`config.mk`:
```
export PLATFORM = sky130hd
export DESIGN_NAME = uart_hex_display_mux
export DESIGN_NICKNAME = d
export VERILOG_FILES = /design/src/rtl/uart_hex_display_mux.sv
export SDC_FILE = /design/constraint.sdc
export NUM_CORES = 1
export LEC_CHECK = 0
export ABC_CLOCK_PERIOD_IN_PS = 2760
export CAP_MARGIN = 25
export CORE_MARGIN = 2
export CORE_UTILIZATION = 52
export DETAILED_ROUTE_END_ITERATION = 16
export PLACE_DENSITY = 0.83
export SLEW_MARGIN = 30
export SYNTH_ARGS = -nofsm -noshare
export SYNTH_HDL_FRONTEND = slang
export SYNTH_SLANG_ARGS = --single-unit
```
`constraint.sdc`:
```
create_clock -name clk -period 2.76 [get_ports clk]
set_input_delay 0.276 -clock clk [delete_from_list [all_inputs] [get_ports clk]]
set_output_delay 0.276 -clock clk [all_outputs]
set_load 0.005 [all_outputs]
```
`src/rtl/uart_hex_display_mux.sv`:
```
// Multi-digit UART hex display: shifts received hex characters into a digit buffer and
// time-multiplexes it onto a shared 7-segment bus. Optional CR/BS editing via UHD_CTRL_CHARS_EN.
module uart_hex_display_mux #(
    parameter int NUM_DIGITS     = 4,
    parameter int SCAN_DIV       = 12000,
    parameter int SEG_ACTIVE_LOW = 0,
    parameter int AN_ACTIVE_LOW  = 0
) (
    input  logic                            clk,
    input  logic                            rst,
    input  logic [7:0]                      rx_data,
    input  logic                            rx_valid,
    output logic [6:0]                      seg,
    output logic [NUM_DIGITS-1:0]           an,
    output logic [4*NUM_DIGITS-1:0]         hex_value,
    output logic [$clog2(NUM_DIGITS+1)-1:0] digit_cnt,
    output logic                            err
);

    localparam int CW = $clog2(NUM_DIGITS + 1);
    localparam int SW = (NUM_DIGITS > 1) ? $clog2(NUM_DIGITS) : 1;
    localparam int PW = $clog2(SCAN_DIV);
    localparam logic [PW-1:0] PRESC_MAX = PW'(SCAN_DIV - 1);
    localparam logic [SW-1:0] SCAN_MAX  = SW'(NUM_DIGITS - 1);
    localparam logic [CW-1:0] CNT_MAX   = CW'(NUM_DIGITS);

    // Returns {is_hex, nibble} for an ASCII byte.
    function automatic logic [4:0] hex_decode(input logic [7:0] b);
        if (b >= 8'h30 && b <= 8'h39) begin
            return {1'b1, 4'(b - 8'h30)};
        end else if (b >= 8'h41 && b <= 8'h46) begin
            return {1'b1, 4'(b - 8'h37)};
        end else if (b >= 8'h61 && b <= 8'h66) begin
            return {1'b1, 4'(b - 8'h57)};
        end else begin
            return 5'b0_0000;
        end
    endfunction

    // Segment pattern {g,f,e,d,c,b,a}, active-high, lower-case b and d.
    function automatic logic [6:0] hex_glyph(input logic [3:0] n);
        case (n)
            4'h0:    return 7'h3F;
            4'h1:    return 7'h06;
            4'h2:    return 7'h5B;
            4'h3:    return 7'h4F;
            4'h4:    return 7'h66;
            4'h5:    return 7'h6D;
            4'h6:    return 7'h7D;
            4'h7:    return 7'h07;
            4'h8:    return 7'h7F;
            4'h9:    return 7'h6F;
            4'hA:    return 7'h77;
            4'hB:    return 7'h7C;
            4'hC:    return 7'h39;
            4'hD:    return 7'h5E;
            4'hE:    return 7'h79;
            4'hF:    return 7'h71;
            default: return 7'h00;
        endcase
    endfunction

    logic [NUM_DIGITS-1:0]       vld_r, vld_nxt_s;
    logic [NUM_DIGITS-1:0][3:0]  nib_r, nib_nxt_s;
    logic [CW-1:0]               cnt_r, cnt_nxt_s;
    logic                        err_r, err_nxt_s;
    logic [PW-1:0]               presc_r;
    logic [SW-1:0]               scan_r;
    logic [4:0]                  dec_s;
    logic [6:0]                  glyph_s;
    logic [NUM_DIGITS-1:0]       an_s;

    // Next buffer state from the received byte.
    always_comb begin
        vld_nxt_s = vld_r;
        nib_nxt_s = nib_r;
        cnt_nxt_s = cnt_r;
        err_nxt_s = err_r;
        dec_s     = hex_decode(rx_data);
        if (rx_valid) begin
            if (dec_s[4]) begin
                for (int i = NUM_DIGITS - 1; i >= 1; i--) begin
                    vld_nxt_s[i] = vld_r[i-1];
                    nib_nxt_s[i] = nib_r[i-1];
                end
                vld_nxt_s[0] = 1'b1;
                nib_nxt_s[0] = dec_s[3:0];
                if (cnt_r == CNT_MAX) begin
                    cnt_nxt_s = cnt_r;
                end else begin
                    cnt_nxt_s = cnt_r + CW'(1);
                end
                err_nxt_s = 1'b0;
            end
`ifdef UHD_CTRL_CHARS_EN
            else if (rx_data == 8'h0D) begin
                vld_nxt_s = '0;
                nib_nxt_s = '0;
                cnt_nxt_s = '0;
                err_nxt_s = 1'b0;
            end else if (rx_data == 8'h08) begin
                // Backspace drops the most recent digit; an empty buffer is left alone.
                if (cnt_r != CW'(0)) begin
                    for (int i = 0; i < NUM_DIGITS - 1; i++) begin
                        vld_nxt_s[i] = vld_r[i+1];
                        nib_nxt_s[i] = nib_r[i+1];
                    end
                    vld_nxt_s[NUM_DIGITS-1] = 1'b0;
                    nib_nxt_s[NUM_DIGITS-1] = 4'h0;
                    cnt_nxt_s = cnt_r - CW'(1);
                end else begin
                    cnt_nxt_s = cnt_r;
                end
                err_nxt_s = 1'b0;
            end
`endif
            else begin
                err_nxt_s = 1'b1;
            end
        end else begin
            err_nxt_s = err_r;
        end
    end

    // Digit buffer, count and sticky error registers.
    always_ff @(posedge clk) begin
        if (!rst) begin
            vld_r <= '0;
            nib_r <= '0;
            cnt_r <= '0;
            err_r <= 1'b0;
        end else begin
            vld_r <= vld_nxt_s;
            nib_r <= nib_nxt_s;
            cnt_r <= cnt_nxt_s;
            err_r <= err_nxt_s;
        end
    end

    // Scan prescaler and active digit index.
    always_ff @(posedge clk) begin
        if (!rst) begin
            presc_r <= '0;
            scan_r  <= '0;
        end else if (presc_r == PRESC_MAX) begin
            presc_r <= '0;
            if (scan_r == SCAN_MAX) begin
                scan_r <= '0;
            end else begin
                scan_r <= scan_r + SW'(1);
            end
        end else begin
            presc_r <= presc_r + PW'(1);
            scan_r  <= scan_r;
        end
    end

    // Segment and anode drive for the scanned digit, with output polarity.
    always_comb begin
        an_s = '0;
        for (int i = 0; i < NUM_DIGITS; i++) begin
            an_s[i] = (scan_r == SW'(i));
        end
        if (vld_r[scan_r]) begin
            glyph_s = hex_glyph(nib_r[scan_r]);
        end else begin
            glyph_s = 7'h00;
        end
        if (SEG_ACTIVE_LOW != 0) begin
            seg = ~glyph_s;
        end else begin
            seg = glyph_s;
        end
        if (AN_ACTIVE_LOW != 0) begin
            an = ~an_s;
        end else begin
            an = an_s;
        end
    end

    assign hex_value = nib_r;
    assign digit_cnt = cnt_r;
    assign err       = err_r;

endmodule

```
==> run summary <==
final WL -> 5.064 mm
EDFF count, synth -> 0
H-tree levels -> 2
Post-DP HPWL -> 3.581 mm
Seq/Total Area, Yosys -> 0.3478
worst-path maximum fanout -> 4
outcome -> finished clean
WP data required -> 2.48 ns
hold bufs inserted after CTS -> 0
largest net degree at the start of global routing -> 21
# diodes -> 0
Antenna Nets Post-Route -> 0
Syn Inst Count -> 257
vias in the first global route -> 1917
top cells by area, synth -> dfxtp_1, ha_1, o211ai_1, nand3_1, a21oi_1
Initial Util -> 0.5324
Die Y-Extent -> 70.54 um
Synth Warn # -> 0
Slowest cell on crit path -> mux4_2
Static Leak -> 1.129 nW
I/O pins -> 42
nets -> 326
WP data arrival -> 2.46 ns
R2R setup slack -> 0.93 ns
CTS clk-pin slew, worst paths -> 0.08 ns
Max-slew headroom -> 0.5923
Max Slew Vio Count -> 0
Peak supply drop -> 0.0002767 V
fin crit share -> 0.9923
post-synthesis register bit count -> 40
die area -> 4976 um2
Port-buffer cells -> 41
clk_skew -> 0.003710 ns
type of the worst min-delay path -> register to register
gr usage total -> 0.2116
initial antenna violation count -> 0
top cell type by total area after synthesis -> dfxtp_1
Residual DRC -> 0
Max Root-Sink Buffers -> 2
Cell Rows -> 24
# setup viols final -> 0
Crit path largest cell delay -> 0.55 ns
drt first pass iters -> 5
Core Area -> 4324 um2
CTS tree -> built
CP cell instances -> mux4_2, inv_2, ha_1, o211ai_1, o211a_1, clkdlybuf4s50_1
fin cells -> 352
maximum clock rate -> 365.1 MHz
max-capacitance violation count -> 0
drt via density -> 5.776
syn nets -> 284
1st-iter DRT viols -> 120
CTS root buf -> clkbuf_8
Hold Vio Cnt, Final -> 0
Post-synth top flop -> dfxtp_1
Tightest Pin Transition -> 0.6109 ns
layout cells sized above 1 -> 0.1267
Die X -> 70.54 um
vias post-DR -> 2033
Sink Count -> 40
synthesized cell area -> 2302 um2
minimum clock period -> 2.739 ns
FFs w/ async S/R, synth -> 0
Clk Latency, worst-skew pair -> 0.28 ns
gpl congestion -> 0.8248
placed cell count -> 339
Syn-to-layout area delta -> 27.72%
CTS Buf Count -> 5
Pwr Density -> 411.9 nW/um2
top cell type's share of synthesized area -> 0.3478
critical path start-end classification -> register to primary output
DR WL/cell -> 14.39 um
first-pass GRT wire length -> 8.652 mm
post-place setup slack -> 0.1291 ns
final setup margin -> 0.02137 ns
synthesized area per cell -> 8.958 um2
grt total ovfl -> 0
library cells used by synthesis -> 52
CP startpoint kind -> register
endpoint type of the worst setup path -> primary output
-- placed cells by master, fill, tap and decap left out, drive strengths merged, types with 3 or more instances in the layout --
| cell type | netlist | routed |
|---|---|---|
| o211ai | 16 | 16 |
| xnor2 | 7 | 7 |
| o21ai | 6 | 6 |
| mux4 | 4 | 4 |
| and3 | 4 | 4 |
| and2 | 3 | 3 |
| ha | 16 | 16 |
| nand2b | 3 | 3 |
| nor2 | 18 | 18 |
| a21oi | 19 | 19 |
| clkdlybuf4s50 | 0 | 36 |
| dfxtp | 40 | 40 |
| nand4 | 6 | 6 |
| dlymetal6s2s | 0 | 5 |
| o221a | 5 | 5 |
| nand2 | 14 | 14 |
| clkbuf | 7 | 7 |
| xor2 | 6 | 6 |
| mux2i | 7 | 7 |
| buf | 11 | 12 |
| o31ai | 3 | 3 |
| inv | 15 | 15 |
| nand3 | 20 | 20 |
-- layout make-up --
class / count / area, um2
clock buffers: 7 / 96.34
fillers: 349 / 1384
multi-input cells: 184 / 1351
flip-flops and latches: 40 / 804.5
repair buffers: 53 / 536.8
clock inverters: 1 / 30.03
inverters: 15 / 56.30
well taps: 52 / 65.06
-- cells in the mapped netlist, types with 2 or more instances --
cell type and instances:
nor2_1 18, clkbuf_1 7, and3_1 4, mux2i_1 7, nand2_1 14, o31ai_1 3
inv_1 15, mux4_2 2, nand3_1 20, dfxtp_1 40, ha_1 16, mux4_1 2
buf_6 2, nor4b_1 2, nor3_1 2, o211ai_1 16, o21a_1 2, o21ai_0 5
a21oi_1 19, nand4_1 6, a221oi_1 2, o221a_2 4, buf_2 7, xor2_1 6
xnor2_1 7, nand2b_1 3
-- stage by stage --
stage                       util  hold WS [ns]  instance area, um2  setup TNS (ns)  power, mW
after floorplan                -        0.4259                2302               0     0.6636
after global placement    0.6325        0.4398                2735               0     0.7026
after detailed placement  0.6325        0.4506                2735               0     0.7060
after CTS                 0.6722        0.4689                2907               0      1.221
after global routing      0.6800        0.5096                2940        -0.08312      1.267
final                     0.6800        0.4628                2940               0      1.211
-- cell families (layout without fill, tap and decap cells) --
kind of cell	after synthesis	after routing	synth area share
buffers and inverters	33	76	0.06576
AOI/OAI and AO/OA	61	61	0.1837
and+or+nand+nor	82	82	0.1886
muxes	12	12	0.07772
DFF	40	40	0.3478
adders and majority gates	16	16	0.08696
xor gates and xnor gates	13	13	0.04946
-- where the power goes --
| group | internal, mW | total, mW | leakage (nW) | switching, mW |
|---|---|---|---|---|
| registers | 0.584 | 0.591 | 0.324 | 0.00735 |
| logic | 0.0527 | 0.107 | 0.741 | 0.0543 |
| clock network | 0.319 | 0.513 | 0.0645 | 0.194 |
| total | 0.955 | 1.21 | 1.13 | 0.256 |
-- state kept, by name, indices dropped and copies added (netlist names) --
register,count
hex_value,16
presc_r,14
vld_r,4
digit_cnt,3
scan_r,2
err,1
-- worst max-delay path, delay by kind of cell, from the launching register on --
kind	cells	cell delay [ns]
buffers and inverters	2	0.61
muxes	1	0.55
AOI/OAI and AO/OA	2	0.39
adders and majority gates	1	0.25
DFF	1	0.38
-- metal layers --
layer	GRT usage	wire length [um]	vias to the layer above
met5	0	0	-
met4	0.07128	67	0
met3	0.03846	239	6
met2	0.3553	2513	58
met1	0.2769	2244	955
li1	-	-	1014
-- path summary, 6_finish.rpt --
path,endpoint,start,cells past startpoint
max,seg[1],scan_r[0]$_SDFFE_PN0P_,6
min,presc_r[0]$_SDFF_PP0_,presc_r[0]$_SDFF_PP0_,1
max reg2reg,presc_r[7]$_SDFF_PP0_,presc_r[0]$_SDFF_PP0_,5
min reg2reg,presc_r[0]$_SDFF_PP0_,presc_r[0]$_SDFF_PP0_,1
-- timing repair --
action                     in CTS  in global routing
resized for setup               6                 11
pin swaps                       0                  2
setup endpoints to repair       7                  7
buffers inserted                4                  1
cloned                          0                  0
hold endpoints to repair        0                  0
Power figures use the tool's default switching activity.
